## config.mk

```make
export PLATFORM = sky130hd
export DESIGN_NAME = lagarto_v_pipeline_sequencer
export DESIGN_NICKNAME = d
export VERILOG_FILES = /design/src/rtl/lagarto_v_pipeline_sequencer.sv
export SDC_FILE = /design/constraint.sdc
export NUM_CORES = 1
export LEC_CHECK = 0
export BUFFER_PORTS_ARGS = -buffer_cell sky130_fd_sc_hd__buf_2
export CAP_MARGIN = 20
export CORE_AREA = 5 5 42 44
export DETAILED_ROUTE_END_ITERATION = 7
export DIE_AREA = 0 0 47 49
export PLACE_DENSITY_LB_ADDON = 0.3
export RECOVER_POWER = 100
export REMOVE_ABC_BUFFERS = 1
export SLEW_MARGIN = 20
export SYNTH_ARGS = -nofsm -noshare
export SYNTH_HDL_FRONTEND = slang
export SYNTH_SLANG_ARGS = --single-unit
```

## constraint.sdc

```tcl
create_clock -name clock_i -period 1.5 [get_ports clock_i]
set_input_delay 0.075 -clock clock_i [delete_from_list [all_inputs] [get_ports clock_i]]
set_output_delay 0.075 -clock clock_i [all_outputs]
set_load 0.02 [all_outputs]
```

## src/rtl/lagarto_v_pipeline_sequencer.sv

```systemverilog
// Per-stage advance sequencer for the Lagarto V vector front latches: valid tracking,
// bubble-collapsing load chain, flush, and issue into a variable-latency execute unit.
module lagarto_v_pipeline_sequencer #(
  parameter int NUM_STAGES  = 3,
  parameter int MAX_LATENCY = 32,
  parameter int LW          = $clog2(MAX_LATENCY)
) (
  input  logic                  clock_i,
  input  logic                  reset_i,
  input  logic                  fetch_valid_i,
  output logic                  fetch_ready_o,
  input  logic                  flush_i,
  input  logic                  halt_i,
  input  logic [LW-1:0]         issue_latency_i,
  output logic [NUM_STAGES-1:0] stage_load_o,
  output logic [NUM_STAGES-1:0] stage_flush_o,
  output logic [NUM_STAGES-1:0] stage_valid_o,
  output logic                  exe_issue_o,
  output logic                  exe_busy_o,
  output logic                  halt_pipeline_o
);

  logic [NUM_STAGES-1:0] valid_q, valid_d;
  logic [NUM_STAGES-1:0] ready;
  logic [LW-1:0]         cnt_q, cnt_d;
  logic                  freeze;
  logic                  issue;

  // Busy counter never wraps below zero.
  function automatic logic [LW-1:0] sat_dec(input logic [LW-1:0] v);
    return (v == '0) ? '0 : v - LW'(1);
  endfunction

  assign freeze = reset_i | flush_i | halt_i;
  assign issue  = valid_q[NUM_STAGES-1] & (cnt_q == '0) & ~freeze;

  // A stage may load when it or any stage downstream has a free slot this cycle.
  always_comb begin
    logic chain;
    ready = '0;
    chain = ~valid_q[NUM_STAGES-1] | issue;
    if (!freeze) begin
      ready[NUM_STAGES-1] = chain;
      for (int i = NUM_STAGES-2; i >= 0; i--) begin
        chain    = ~valid_q[i] | chain;
        ready[i] = chain;
      end
    end
  end

  always_comb begin
    valid_d = valid_q;
    if (flush_i) begin
      valid_d = '0;
    end else begin
      if (ready[0]) valid_d[0] = fetch_valid_i;
      for (int i = 1; i < NUM_STAGES; i++) begin
        if (ready[i]) valid_d[i] = valid_q[i-1];
      end
    end
    cnt_d = issue ? issue_latency_i : sat_dec(cnt_q);
  end

  always_ff @(posedge clock_i) begin
    if (reset_i) begin
      valid_q <= '0;
      cnt_q   <= '0;
    end else begin
      valid_q <= valid_d;
      cnt_q   <= cnt_d;
    end
  end

  assign stage_load_o    = ready;
  assign stage_flush_o   = {NUM_STAGES{reset_i | flush_i}};
  assign stage_valid_o   = valid_q;
  assign exe_issue_o     = issue;
  assign exe_busy_o      = (cnt_q != '0);
  assign fetch_ready_o   = ready[0];
  assign halt_pipeline_o = ~ready[0];

endmodule

```

Word level (Yosys, flattened, before mapping)
Cells that the tools add are included.

storage, ports and cells
  memories kept = 0
  logic and storage cells = 23
  flip-flop bits (word level) = 8
  latch bits = 0
  bits in read-only memories = 0
  bits in writable memories = 0
  output and inout port bits = 13

cells by class
  add/subtract/negate cells = 1
  reductions and logical operators = 3
  bitwise operators = 12
  equal/unequal tests = 0
  multiply operators = 0
  shift-type cells = 0
  $lt $le $gt $ge = 0
  mux-type cells = 3
  divide/modulo/power cells = 0

operators by type and width
  operator             count
  $mux 5               2
  $logic_not 5->1      1
  $not 1->1            5
  $or 1x1->1           5
  $reduce_bool 5->1    1
  $sub 5x1->5 const B  1
  $mux 3               1
  $and 1x1->1          2
  $reduce_or 2->1      1

Logic depth before layout (Yosys ltp)
  word-level depth = 9
  mapped depth = 7
  gate-level depth less buffers = 6

Worst setup path after synthesis
No wires, ideal clock.

  kind = flip-flop to output port
  from = register cnt_q[0]
  to = output stage_load_o[0]
  required time = 1.425 ns
  path slack = -0.469 ns
  arrival time = 1.894 ns
  cell stages (with the launch flop) = 8
  path through = dfxtp_1 inv_1 ha_1 nor4b_4 inv_2 and3_4 a21oi_1 buf_4

between the ends
  longest elaborated chain between the ends = 7

RTL lines
  what                      RTL line  RTL
  start, declared           25        logic [LW-1:0] cnt_q, cnt_d;
  start signal, assigned    70        cnt_q <= cnt_d;
  $logic_not 5->1           35        assign issue = valid_q[NUM_STAGES-1] & (cnt_q == '0) & ~freeze;
  $and 1x1->1 (2 in a row)  35
  $or 1x1->1                41        chain = ~valid_q[NUM_STAGES-1] | issue;
  $or 1x1->1 (2 in a row)   45        chain = ~valid_q[i] | chain;
  $mux 3                    42        if (!freeze) begin
  end, declared             15        output logic [NUM_STAGES-1:0] stage_load_o,

No other way between the ends.

Final worst setup path
  from = register cnt_q[0]
  to = output halt_pipeline_o

between the ends
  longest elaborated chain between the ends = 8

RTL lines
  what                      RTL line  RTL
  $logic_not 5->1           35
  $and 1x1->1 (2 in a row)  35
  $or 1x1->1                41
  $or 1x1->1 (2 in a row)   45
  $mux 3                    42
  $not 1->1                 80        assign halt_pipeline_o = ~ready[0];
  end, declared             20        output logic halt_pipeline_o

No other way between the ends.

==> key figures <==
Outcome
  – Status: finished, violations left
  – Failing checks: setup timing

Synthesis
  – Yosys Warn Count: 0
  – Ys flop type: dfxtp_1
  – Register area share after synthesis: roughly 36%
  – Distinct cells, synth: 24
  – Mapped cell area: roughly 450 sq um
  – Top post-synthesis cells by area: dfxtp_1 (36%), a21oi_1 (10%), nand3_1 (5.6%)
  – EDFF count, synth: 0
  – Ys async rst share: 0%
  – Flops & latches, synth: 8
  – Share of the synthesized area in the top cell type: 35.8%
  – Post-Synthesis Cells: 52
  – Area leader, netlist: dfxtp_1
  – Avg Cell Area, Syn: approximately 8.6 sq um

STA
  – Max-slew violations: 0
  – Hold Violations, Final: 0
  – Tcrit/Tclk final: 107%
  – Worst slew margin: 83.3%
  – Setup Total Neg Slack: -453 ps
  – Worst Max-Slew Pin Slew: 251 ps
  – Minimum clock period: about 1600 ps
  – Setup Viol. Count Final: 5
  – Fin worst setup slack: -108 ps
  – Final Skew: roughly 2.7 ps
  – Hold slack: 47.4 ps
  – Max Clock Freq: roughly 620 MHz
  – RSZ-0062 raised after global routing: yes

Floorplan
  – Die width: 47 microns
  – Initial Utilization: a little under a third
  – Io pins: 23
  – Core Region: around 1400 sq um
  – Die ar.: around 2300 sq um
  – Chip height: 49 microns
  – FP Rows: 14

Power and ir drop
  – Peak VDD IR: slightly above 0.9 mV
  – Power, Total: 1.50 mW
  – Clock power share: 11.4%
  – Sw Share: a little under two fifths
  – Int Power: 0.924 mW
  – Pwr Density: between 1500 and 2000 nW/um^2
  – Part of the power in combinational logic: around two thirds
  – Sequential group share of total power: between 20% and 30%
  – Lkg Pwr: 0.328 nW
  – Switch Pwr: around 0.57 mW

Layout
  – Post-layout nets: 100
  – Area of the multi-input gates: 288 sq um
  – Most frequent cells in the layout: buf_4 (10), buf_2 (9), buf_6 (9)
  – Syn-to-layout area delta: 69.0%
  – Filler cells: 147
  – Most common cell after layout, fill and taps aside: buf_4
  – Seq. cell area: ~160 sq um
  – Share of cells above drive strength 1: 52.9%
  – Number of diodes: 0
  – Layout Cells excl Fill: approximately 100

Global routing
  – Total track usage: about an eighth
  – GRT overflow: 0
  – First-pass GRT wire length: 2060 microns
  – Largest net degree at the start of global routing: 9
  – Initial antenna violation count: 0
  – Vias in the first global route: a little under 500

Drt
  – Antenna Nets Post-Route: 0
  – Routed WL: between 1000 and 1500 microns
  – Vias per inst: approximately 4.9
  – Initial DRC count: 5
  – TritonRoute pass-1 iters: 3
  – Vias: just over 500
  – WL/cell: around 13 microns
  – DR DRC count: 0

Placed design
  – Cells after DPL: a little over 90
  – Port bufs: 22
  – Hpwl dp: 895 microns
  – Final Wtd Congestion: 0.737

Critical path
  – Startpoint Class: flip-flop
  – Worst Setup Path Type: flip-flop to output pin
  – Worst path max stage delay: 320 ps
  – Reg-to-reg endpoint: cnt_q[0]$_SDFF_PP0_
  – Crit path DAT: roughly 1500 ps
  – Crit path max fanout: 3
  – Worst-case reg-to-reg path depth: 11
  – R2R Setup Slk: roughly 50 ps
  – Crit path cell chain: inv_2 -> ha_4 -> nor4b_4 -> inv_2 -> and3_4 -> a21o_1 -> buf_6
  – Req. time, crit path: approximately 1400 ps
  – Most frequent CP cell: inv_2
  – Critical path endpoint category: output pin
  – RR Startpoint: cnt_q[0]$_SDFF_PP0_
  – CP max-delay cell: dfxtp_2
  – Crit. Startpoint: cnt_q[0]$_SDFF_PP0_

Clock tree
  – CTS tree: yes
  – TritonCTS Buffers: 3
  – CTS Root Cell: clkbuf_4
  – Clk_lat worst skew: about 260 ps
  – Clock Path Buffers: 2
  – CTS HTree Levels: 1
  – TritonCTS Sinks: 8
  – Worst-path clk slew: ~60 ps

Hold path
  – Hold Path Origin: issue_latency_i[3]
  – Hold path endpoint: cnt_q[3]$_SDFF_PP0_
  – Hold Path Stages: 3
  – Class of the worst hold path: input port to flip-flop

Job
  – Max-cap check violation count: 0
-- registers in the layout (all words and copies together), names as in the netlist --
| signal | cells |
|---|---|
| cnt_q | 5 |
| stage_valid_o | 3 |
-- power by group through the flow --
stage	combinational (mW)	sequential, mW	clock, mW
after floorplan	0.420	0.320	0
after global placement	0.654	0.331	0
after detailed placement	0.667	0.329	0
after CTS	0.896	0.336	0.178
after global routing	1.08	0.347	0.189
final	0.990	0.336	0.170
-- Yosys cell counts, types with 2 or more instances --
library cell / count
nor3_1: 2
nor2_1: 2
a21oi_1: 9
xnor2_1: 2
inv_1: 3
nand2_1: 2
buf_4: 3
nand3_1: 5
dfxtp_1: 8
o21ai_0: 2
-- cell families (layout without fill, tap and decap cells) --
kind of cell,after synthesis,in the layout,share of synthesized area (%)
buf+inv,7,42,8.38
fa+ha+maj,1,1,2.79
mux,1,1,2.23
flops,8,8,35.8
xor+xnor,2,2,3.91
simple gates,19,19,29.6
compound gates,14,14,17.3
-- timing repair --
| item | 4_1_cts | 5_1_grt |
|---|---|---|
| endpoints found under the setup margin | 6 | 8 |
| buffers inserted | 10 | 0 |
| pin swaps | 3 | 1 |
| cloned | 0 | 0 |
| gates resized for setup | 16 | 12 |
| hold buffers | 0 | 0 |
-- worst max-delay path: cells and delay by family, from the launching register on --
family	cells	cell delay (ps)
AO/OA/AOI/OAI	1	160
buffers and inverters	3	260
flip-flops	1	320
AND/OR/NAND/NOR	2	410
adder cells (fa/ha/maj)	1	120
-- worst max path at each step --
stage                                     end  cells after the start
after floorplan                 fetch_ready_o                      6
after global placement        stage_load_o[0]                      7
after detailed placement        fetch_ready_o                      7
after CTS                 cnt_q[0]$_SDFF_PP0_                     12
after global routing          halt_pipeline_o                      7
final                         halt_pipeline_o                      7
-- per-layer routing --
| layer | part of all wire [%] | vias to the layer above | global-route usage, % |
|---|---|---|---|
| met4 | 1.1 | 0 | 4.15 |
| li1 | - | 253 | - |
| met1 | 41 | 229 | 14.3 |
| met5 | 0 | - | 0 |
| met3 | 7.5 | 2 | 5.54 |
| met2 | 50 | 19 | 20.4 |
-- final cells by class --
| cell class | count | area share (%) |
|---|---|---|
| well taps | 16 | 2.64 |
| clock buffers | 3 | 2.98 |
| multi-input cells | 37 | 38.0 |
| inverters | 4 | 1.98 |
| flip-flops and latches | 8 | 21.5 |
| repair buffers | 35 | 32.9 |
-- per-stage QoR --
| step | setup WS [ps] | cell area [sq um] | util (%) |
|---|---|---|---|
| 3_3_place_gp | 119 | 586 | 41.8 |
| 2_1_floorplan | -482 | 425 | - |
| 4_1_cts | -112 | 733 | 52.3 |
| 5_1_grt | -196 | 757 | 54.0 |
| 3_5_place_dp | 80.7 | 586 | 41.8 |
| 6_report | -108 | 757 | 54.0 |
No activity file was read; power rests on OpenSTA's default activity.
